## config.mk

```make
export PLATFORM = sky130hd
export DESIGN_NAME = step_ctrl
export DESIGN_NICKNAME = d
export VERILOG_FILES = /design/src/rtl/step_pkg.sv /design/src/rtl/step_debounce.sv /design/src/rtl/step_ctrl.sv
export SDC_FILE = /design/constraint.sdc
export NUM_CORES = 1
export LEC_CHECK = 0
export BUFFER_PORTS_ARGS = -buffer_cell sky130_fd_sc_hd__buf_2
export CORE_MARGIN = 3
export CORE_UTILIZATION = 50
export CTS_CLUSTER_SIZE = 16
export DETAILED_ROUTE_END_ITERATION = 8
export GPL_TIMING_DRIVEN = 0
export PLACE_DENSITY = 0.69
export SKIP_CTS_REPAIR_TIMING = 1
export SYNTH_ARGS = -nofsm -noshare
export SYNTH_HDL_FRONTEND = slang
export SYNTH_SLANG_ARGS = --single-unit
```

## constraint.sdc

```tcl
create_clock -name clk_in -period 2.8 [get_ports clk_in]
set_clock_uncertainty 0.15 [all_clocks]
set_input_delay 0 -clock clk_in [delete_from_list [all_inputs] [get_ports clk_in]]
set_output_delay 0 -clock clk_in [all_outputs]
set_load 0.03 [all_outputs]
```

## src/rtl/step_pkg.sv

```systemverilog
// Shared encodings and build defaults for the CPU step controller.
package step_pkg;

    // Controller modes; HALT is only left through reset.
    typedef enum logic [1:0] {
        ST_PAUSE = 2'd0,
        ST_RUN   = 2'd1,
        ST_HALT  = 2'd2
    } state_e;

    // Simulation-friendly debounce length; the board build raises it to 2500000.
    localparam int unsigned DEF_DEBOUNCE_CYCLES = 20;

    // Width of the retired-step counter and of the debounce counter.
    localparam int unsigned DEF_CNT_W = 32;

endpackage

```

## src/rtl/step_debounce.sv

```systemverilog
// Step push-button conditioning: 2-flop synchronizer, debounce filter and
// a one-cycle press pulse on each accepted rising level.
module step_debounce
    import step_pkg::*;
#(
    parameter int unsigned DEBOUNCE_CYCLES = DEF_DEBOUNCE_CYCLES,
    parameter int unsigned CNT_W           = DEF_CNT_W
) (
    input  logic clk_in,
    input  logic rst,
    input  logic btn_i,
    output logic press_o
);

    localparam logic [CNT_W-1:0] CntLast = CNT_W'(DEBOUNCE_CYCLES - 1);

    logic             sync1_q, sync1_d;
    logic             sync2_q, sync2_d;
    logic             db_level_q, db_level_d;
    logic             db_prev_q, db_prev_d;
    logic [CNT_W-1:0] cnt_q, cnt_d;

    // Accept a new level only after it has disagreed for DEBOUNCE_CYCLES cycles in a row.
    always_comb begin
        sync1_d    = btn_i;
        sync2_d    = sync1_q;
        db_level_d = db_level_q;
        db_prev_d  = db_level_q;
        cnt_d      = '0;
        if (sync2_q != db_level_q) begin
            if (cnt_q == CntLast) begin
                db_level_d = sync2_q;
                cnt_d      = '0;
            end else begin
                cnt_d = cnt_q + CNT_W'(1);
            end
        end
    end

    // Synchronizer, filter and edge-detect state.
    always_ff @(posedge clk_in or negedge rst) begin
        if (!rst) begin
            sync1_q    <= 1'b0;
            sync2_q    <= 1'b0;
            db_level_q <= 1'b0;
            db_prev_q  <= 1'b0;
            cnt_q      <= '0;
        end else begin
            sync1_q    <= sync1_d;
            sync2_q    <= sync2_d;
            db_level_q <= db_level_d;
            db_prev_q  <= db_prev_d;
            cnt_q      <= cnt_d;
        end
    end

    assign press_o = db_level_q & ~db_prev_q;

endmodule

```

## src/rtl/step_ctrl.sv

```systemverilog
// CPU step controller: turns the divided clock (RUN) or debounced button
// presses (PAUSE) into single-cycle cpu_en pulses, with halt and step counting.
module step_ctrl
    import step_pkg::*;
#(
    parameter int unsigned DEBOUNCE_CYCLES = DEF_DEBOUNCE_CYCLES,
    parameter int unsigned CNT_W           = DEF_CNT_W
) (
    input  logic             clk_in,
    input  logic             rst,
    input  logic             slow_clk,
    input  logic             btn_step,
    input  logic             sw_run,
    input  logic             halt_req,
    output logic             cpu_en,
    output logic             running,
    output logic             halted,
    output logic [CNT_W-1:0] step_count
);

    logic slow_s1_q, slow_s2_q, slow_s3_q;
    logic run_s1_q, run_s2_q;
    logic tick;
    logic press;

    state_e           state_q, state_d;
    logic             cpu_en_q, cpu_en_d;
    logic             running_q, running_d;
    logic             halted_q, halted_d;
    logic [CNT_W-1:0] step_count_q, step_count_d;
    logic             step_src;

    step_debounce #(
        .DEBOUNCE_CYCLES (DEBOUNCE_CYCLES),
        .CNT_W           (CNT_W)
    ) u_debounce (
        .clk_in  (clk_in),
        .rst     (rst),
        .btn_i   (btn_step),
        .press_o (press)
    );

    // Bring slow_clk and sw_run into clk_in; slow_clk gets a third stage for edge detection.
    always_ff @(posedge clk_in or negedge rst) begin
        if (!rst) begin
            slow_s1_q <= 1'b0;
            slow_s2_q <= 1'b0;
            slow_s3_q <= 1'b0;
            run_s1_q  <= 1'b0;
            run_s2_q  <= 1'b0;
        end else begin
            slow_s1_q <= slow_clk;
            slow_s2_q <= slow_s1_q;
            slow_s3_q <= slow_s2_q;
            run_s1_q  <= sw_run;
            run_s2_q  <= run_s1_q;
        end
    end

    assign tick = slow_s2_q & ~slow_s3_q;

    // Mode transitions and step selection; halt_req overrides any step this cycle.
    always_comb begin
        state_d  = state_q;
        step_src = 1'b0;
        case (state_q)
            ST_PAUSE: begin
                step_src = press;
                if (run_s2_q) begin
                    state_d = ST_RUN;
                end
            end
            ST_RUN: begin
                step_src = tick;
                if (!run_s2_q) begin
                    state_d = ST_PAUSE;
                end
            end
            ST_HALT: begin
                step_src = 1'b0;
            end
            default: begin
                state_d = ST_PAUSE;
            end
        endcase
        if (halt_req && (state_q != ST_HALT)) begin
            state_d  = ST_HALT;
            step_src = 1'b0;
        end
        cpu_en_d     = step_src;
        running_d    = (state_d == ST_RUN);
        halted_d     = (state_d == ST_HALT);
        step_count_d = step_src ? step_count_q + CNT_W'(1) : step_count_q;
    end

    // FSM state and registered outputs.
    always_ff @(posedge clk_in or negedge rst) begin
        if (!rst) begin
            state_q      <= ST_PAUSE;
            cpu_en_q     <= 1'b0;
            running_q    <= 1'b0;
            halted_q     <= 1'b0;
            step_count_q <= '0;
        end else begin
            state_q      <= state_d;
            cpu_en_q     <= cpu_en_d;
            running_q    <= running_d;
            halted_q     <= halted_d;
            step_count_q <= step_count_d;
        end
    end

    assign cpu_en     = cpu_en_q;
    assign running    = running_q;
    assign halted     = halted_q;
    assign step_count = step_count_q;

endmodule

```

==> run summary, run 1 <==
Worst Path Max Fanout = 7
CP Class = flip-flop to flip-flop
GP Congestion = 0.850
total gr overflow = 0
pre-CTS setup slack = 330 ps
Power Density = 479 nW/µm²
leak pwr = 1.76 nW
gr usage total = 0.193
# rows = 30
Die Y = 92.3 µm
post-route insts no fill = 505
Synth Instances = 348
failing checks = hold timing
final period utilization = 0.892
initial antenna violation count = 0
post-synthesis sequential area ratio = 0.524
R2R Path Start = u_debounce.cnt_q[0]$_DFF_PN0_
relative slew slack = 0.563
core footprint = 7020 µm²
diode count = 0
Setup crit end kind = flip-flop
post-synthesis cell type count = 44
worst skew pair latency = 350 ps
status = finished, violations left
die area = 8520 µm²
Worst Setup SP = u_debounce.cnt_q[0]$_DFF_PN0_
Remaining DRCs = 0
Worst Path Required = 2930 ps
Placed Instances = 484
Hold Slack = -7.45 ps
I/O Buffers = 39
Slew Viols, Final = 0
hold violation count in the final report = 6
drt pass-1 iters = 4
setup_tns = 0 ps
synth top area cells = dfrtp_1 (52%), xnor2_1 (9.2%), nand4_1 (4.9%), nand3_1 (3.1%), nor2_1 (2.6%)
pin count of the biggest net entering global routing = 43
CTS sink cnt = 78
Startpoint Class = flip-flop
mapped cell area = 3720 µm²
unrepaired setup endpoints after global routing = no
global-route wire length before repair = 13.2 mm
crit path time final = 2500 ps
nets = 412
Die X = 92.3 µm
CTS tree = yes
HP Class = input pin to async pin
Synth area leader = dfrtp_1
area added between synthesis and finish = 15.8%
Yosys warning count = 0
max frequency = 0.400 GHz
DRT antenna net count = 0
Detailed Place HPWL = 5.31 mm
synthesis-stage register bit count = 78
vias in the first global route = 2760
most common cell after layout, fill and taps aside = dfrtp_1
post-synth top area share = 0.524
commonest cells after routing, fill and taps aside = dfrtp_1 (78), buf_2 (41), xnor2_1 (39)
layout cells sized above 1 = 0.183
total power = 2.07 mW
via count = 2865
final count of negative-setup-slack endpoints = 0
syn_nets = 356
Post-Route WL = 7.62 mm
Clk pin slew, worst setup/hold paths = 90 ps
Detailed Route Iter0 Violations = 117
final worst slack = 302 ps
Worst R2R Setup Slack = 300 ps
WP data arrival = 2620 ps
Max Cap Violations = 0
Root Buffer = clkbuf_8
Initial Utilization = 0.531
VDD IR max = 0.440 mV
CTS Buf Count = 9
htree depth = 3
io pins = 41
vias per cell = 5.67
worst slew pin tran = 650 ps
average routed wire per standard cell = 15.1 µm
maximum buffer depth of the clock tree = 2
Mapped Avg Cell Area = 10.7 µm²
-- report_power, final --
group / switching [mW] / internal, mW / total, mW
Sequential: 0.00722 / 1.14 / 1.14
Clock: 0.446 / 0.413 / 0.859
Combinational: 0.0450 / 0.0211 / 0.0660
Total: 0.498 / 1.57 / 2.07
-- final cells by class --
type / instances / area (µm²)
fillers: 619 / 2710
flip-flops and latches: 78 / 1950
multi-input cells: 245 / 1640
repair buffers: 45 / 268
clock buffers: 9 / 124
well taps: 96 / 120
plain buffers: 12 / 81.3
clock inverters: 7 / 75.1
inverters: 13 / 48.8
-- Yosys cell counts (all sizes together) --
cell	instances
o41ai	2
ha	2
o31ai	3
nor3b	2
a21o	2
a21oi	14
xnor2	39
buf	4
nor2	26
and3	6
a211oi	2
nand3b	1
nand3	23
inv	13
or4b	2
nor2b	1
mux2	2
and4	1
nand4	30
nor3	8
or3	9
dfrtp	78
nand2	20
or4bb	1
o211ai	1
nor4	13
xor2	7
mux2i	2
nor4bb	1
a2111oi	3
dlygate4sd1	1
o21ai	11
and2	1
clkbuf	7
or3b	1
or4	8
nor4b	1
-- metrics by stage --
step / utilization / area [µm²] / hold WS, ps
finish: 0.614 / 4310 / -7.45
floorplan: - / 3720 / -446
global placement: 0.576 / 4040 / -42.5
global route: 0.614 / 4310 / 37.3
CTS: 0.607 / 4260 / -532
detailed placement: 0.579 / 4060 / -147
-- worst max-delay path, cell delays in order (launching register included) --
cell and delay (ps):
dfrtp_1 390, ha_1 260, nand4_1 190, or4_1 560, buf_2 180, or4_1 510
a21oi_1 170
-- final timing paths --
path | endpoint | cells after the start
min in group clk_in | run_s1_q$_DFF_PN0_ | 2
min | u_debounce.cnt_q[26]$_DFF_PN0_ | 2
min reg2reg | slow_s2_q$_DFF_PN0_ | 0
max | u_debounce.cnt_q[22]$_DFF_PN0_ | 6
max in group asynchronous | u_debounce.cnt_q[16]$_DFF_PN0_ | 3
max reg2reg | u_debounce.cnt_q[22]$_DFF_PN0_ | 6
-- kinds of logic after synthesis --
| kind of cell | after synthesis | share of synthesized area |
|---|---|---|
| buf+inv | 25 | 0.0349 |
| flops | 78 | 0.524 |
| fa+ha+maj | 2 | 0.00672 |
| xor+xnor | 46 | 0.108 |
| mux | 4 | 0.0114 |
| compound gates | 38 | 0.0779 |
| simple gates | 155 | 0.237 |
-- layer usage --
metal | part of all wire | global-route usage | up-vias
li1 | - | - | 1369
met1 | 0.47 | 0.259 | 1421
met2 | 0.47 | 0.303 | 58
met3 | 0.041 | 0.0341 | 17
met4 | 0.022 | 0.0916 | 0
met5 | 0 | 0 | -
No activity file was read; power rests on OpenSTA's default activity.
==> run 2: changes to the inputs <==
CELL_PAD_IN_SITES_DETAIL_PLACEMENT = 0   (was unset)
CELL_PAD_IN_SITES_GLOBAL_PLACEMENT = 1   (was unset)
CORE_UTILIZATION = 46   (was 50)
PLACE_DENSITY = 0.78   (was 0.69)
==> run summary, run 2 (synthesis results as in run 1) <==
CTS Buf Count = 9 (unchanged)
CTS sink cnt = 78 (unchanged)
R2R cell count = 5 (-1)
final count of negative-setup-slack endpoints = 0 (unchanged)
relative slew slack = 0.540 (-0.0230)
Detailed Route Iter0 Violations = 114 (-2.6%)
# rows = 32 (+6.7%)
I/O Buffers = 39 (unchanged)
area of the multi-input gates = 1640 µm² (unchanged)
final period utilization = 0.896 (+0.00398)
pre-CTS setup slack = 316 ps (-14.2 ps)
setup_tns = 0 ps (unchanged)
maximum buffer depth of the clock tree = 2 (unchanged)
post-route cell area = 4320 µm² (+0.29%)
most common cell after layout, fill and taps aside = dfrtp_1
Worst Path Required = 2890 ps (-40 ps)
diode count = 0 (unchanged)
Power Density = 482 nW/µm² (+0.57%)
Remaining DRCs = 0 (unchanged)
reg2reg end = step_count[28]$_DFFE_PN0P_
Root Buffer = clkbuf_8
R2R Path Start = state_q[1]$_DFF_PN0_
die area = 9210 µm² (+8.1%)
Hold Slack = -2.85 ps (+4.60 ps)
unrepaired setup endpoints after global routing = no
max incr delay on CP = 660 ps (+100 ps)
Buf+Inv Stages, Crit Path = 1 (unchanged)
gr usage total = 0.186 (-0.00642)
vias per cell = 5.61 (-1.1%)
max frequency = 0.399 GHz (-0.44%)
worst skew pair latency = 350 ps (about the same)
Max Cap Violations = 0 (unchanged)
Setup crit end kind = flip-flop
Detailed Place HPWL = 5.42 mm (+2.1%)
htree depth = 3 (unchanged)
drt pass-1 iters = 4 (unchanged)
Worst Path Max Fanout = 8 (+1)
area added between synthesis and finish = 16.1%
via count = 2868 (+0.10%)
DRT antenna net count = 0 (unchanged)
Post-Route WL = 7.76 mm (+1.8%)
total gr overflow = 0 (unchanged)
crit path time final = 2510 ps (+11.1 ps)
Area after DPL = 4070 µm² (+0.18%)
final worst slack = 291 ps (-11.1 ps)
Clk pin slew, worst setup/hold paths = 90 ps (about the same)
crit-path cells = clkbuf_1 -> or4bb_1 -> nor4_2 -> nand3_1 -> xnor2_1
Startpoint Class = flip-flop
Worst Setup SP = state_q[1]$_DFF_PN0_
WP data arrival = 2600 ps (-20 ps)
leak pwr = 1.77 nW (+0.31%)
Slew Viols, Final = 0 (unchanged)
worst slew pin tran = 684 ps (+34.2 ps)
CP Class = flip-flop to flip-flop
fin util = 0.554 (-0.0604)
core footprint = 7810 µm² (+11%)
nets = 412 (unchanged)
Die Y = 96.0 µm (+4.0%)
failing checks = hold timing
VDD IR max = 0.229 mV (-48%)
register area = 1950 µm² (unchanged)
layout cells sized above 1 = 0.183 (unchanged)
CTS tree = yes
Stages on worst setup path = 5 (-1)
GP Congestion = 0.793 (-6.7%)
HP Class = input pin to async pin
Slowest cell on crit path = or4bb_1
status = finished, violations left
average routed wire per standard cell = 15.2 µm (+0.63%)
vias in the first global route = 2786 (+0.94%)
fill count = 711 (+15%)
io pins = 41 (unchanged)
initial antenna violation count = 0 (unchanged)
Worst R2R Setup Slack = 290 ps (about the same)
Die X = 96.0 µm (+4.0%)
commonest cells after routing, fill and taps aside = dfrtp_1 (78), buf_2 (41), xnor2_1 (39)
Initial Utilization = 0.477 (-0.0536)
global-route wire length before repair = 13.3 mm (+1.1%)
hold violation count in the final report = 2 (-4)
crit-path leading delay family = simple AND/OR/NAND/NOR gates
pin count of the biggest net entering global routing = 41 (-4.7%)
run 2: cell count changes in the layout (fill, tap and decap cells not counted), sizes merged:
| cell | previous run | this run |
|---|---|---|
| inv | 13 | 16 |
| clkinv | 3 | 1 |
| clkinvlp | 3 | 2 |
run 2: worst register-to-register path: stages (launching register included):
cell      delay (ps)
dfrtp_1          370
clkbuf_1         240
or4bb_1          660
nor4_2           620
nand3_1          200
xnor2_1          170
run 2: cell type report:
type                            count  share of cell area
Multi-Input combinational cell    245               0.380
Clock inverter                      7              0.0185
Timing Repair Buffer               45              0.0619
Inverter                           13              0.0113
Tap cell                          102              0.0295
Sequential cell                    78               0.451
Clock buffer                        9              0.0286
Buffer                             12              0.0188
run 2: how the worst max path moves through the flow:
stage                                                end  slack (ps)
after floorplan           u_debounce.cnt_q[28]$_DFF_PN0_         560
after global placement        step_count[28]$_DFFE_PN0P_         310
after detailed placement      step_count[28]$_DFFE_PN0P_         320
after CTS                     step_count[28]$_DFFE_PN0P_         280
after global routing          step_count[26]$_DFFE_PN0P_         120
final                         step_count[28]$_DFFE_PN0P_         290
run 2: power breakdown:
| part | switching (mW) | internal (mW) |
|---|---|---|
| clock | 0.454 | 0.423 |
| combinational | 0.0455 | 0.0210 |
| sequential | 0.00710 | 1.14 |
run 2: through the flow:
| step | cells | power (mW) |
|---|---|---|
| 5_1_grt | 511 | 2.17 |
| 3_3_place_gp | 489 | 1.22 |
| 4_1_cts | 506 | 2.11 |
| 3_5_place_dp | 490 | 1.23 |
| 2_1_floorplan | 348 | 1.19 |
| 6_report | 511 | 2.09 |
run 2: routing by layer:
metal / vias up / share of wire / global-route usage / wire [µm]
met5: - / 0 / 0 / 0
met4: 0 / 0.014 / 0.0746 / 110
met3: 9 / 0.041 / 0.0422 / 318
met2: 60 / 0.48 / 0.293 / 3710
met1: 1416 / 0.47 / 0.248 / 3630
li1: 1383 / - / - / -
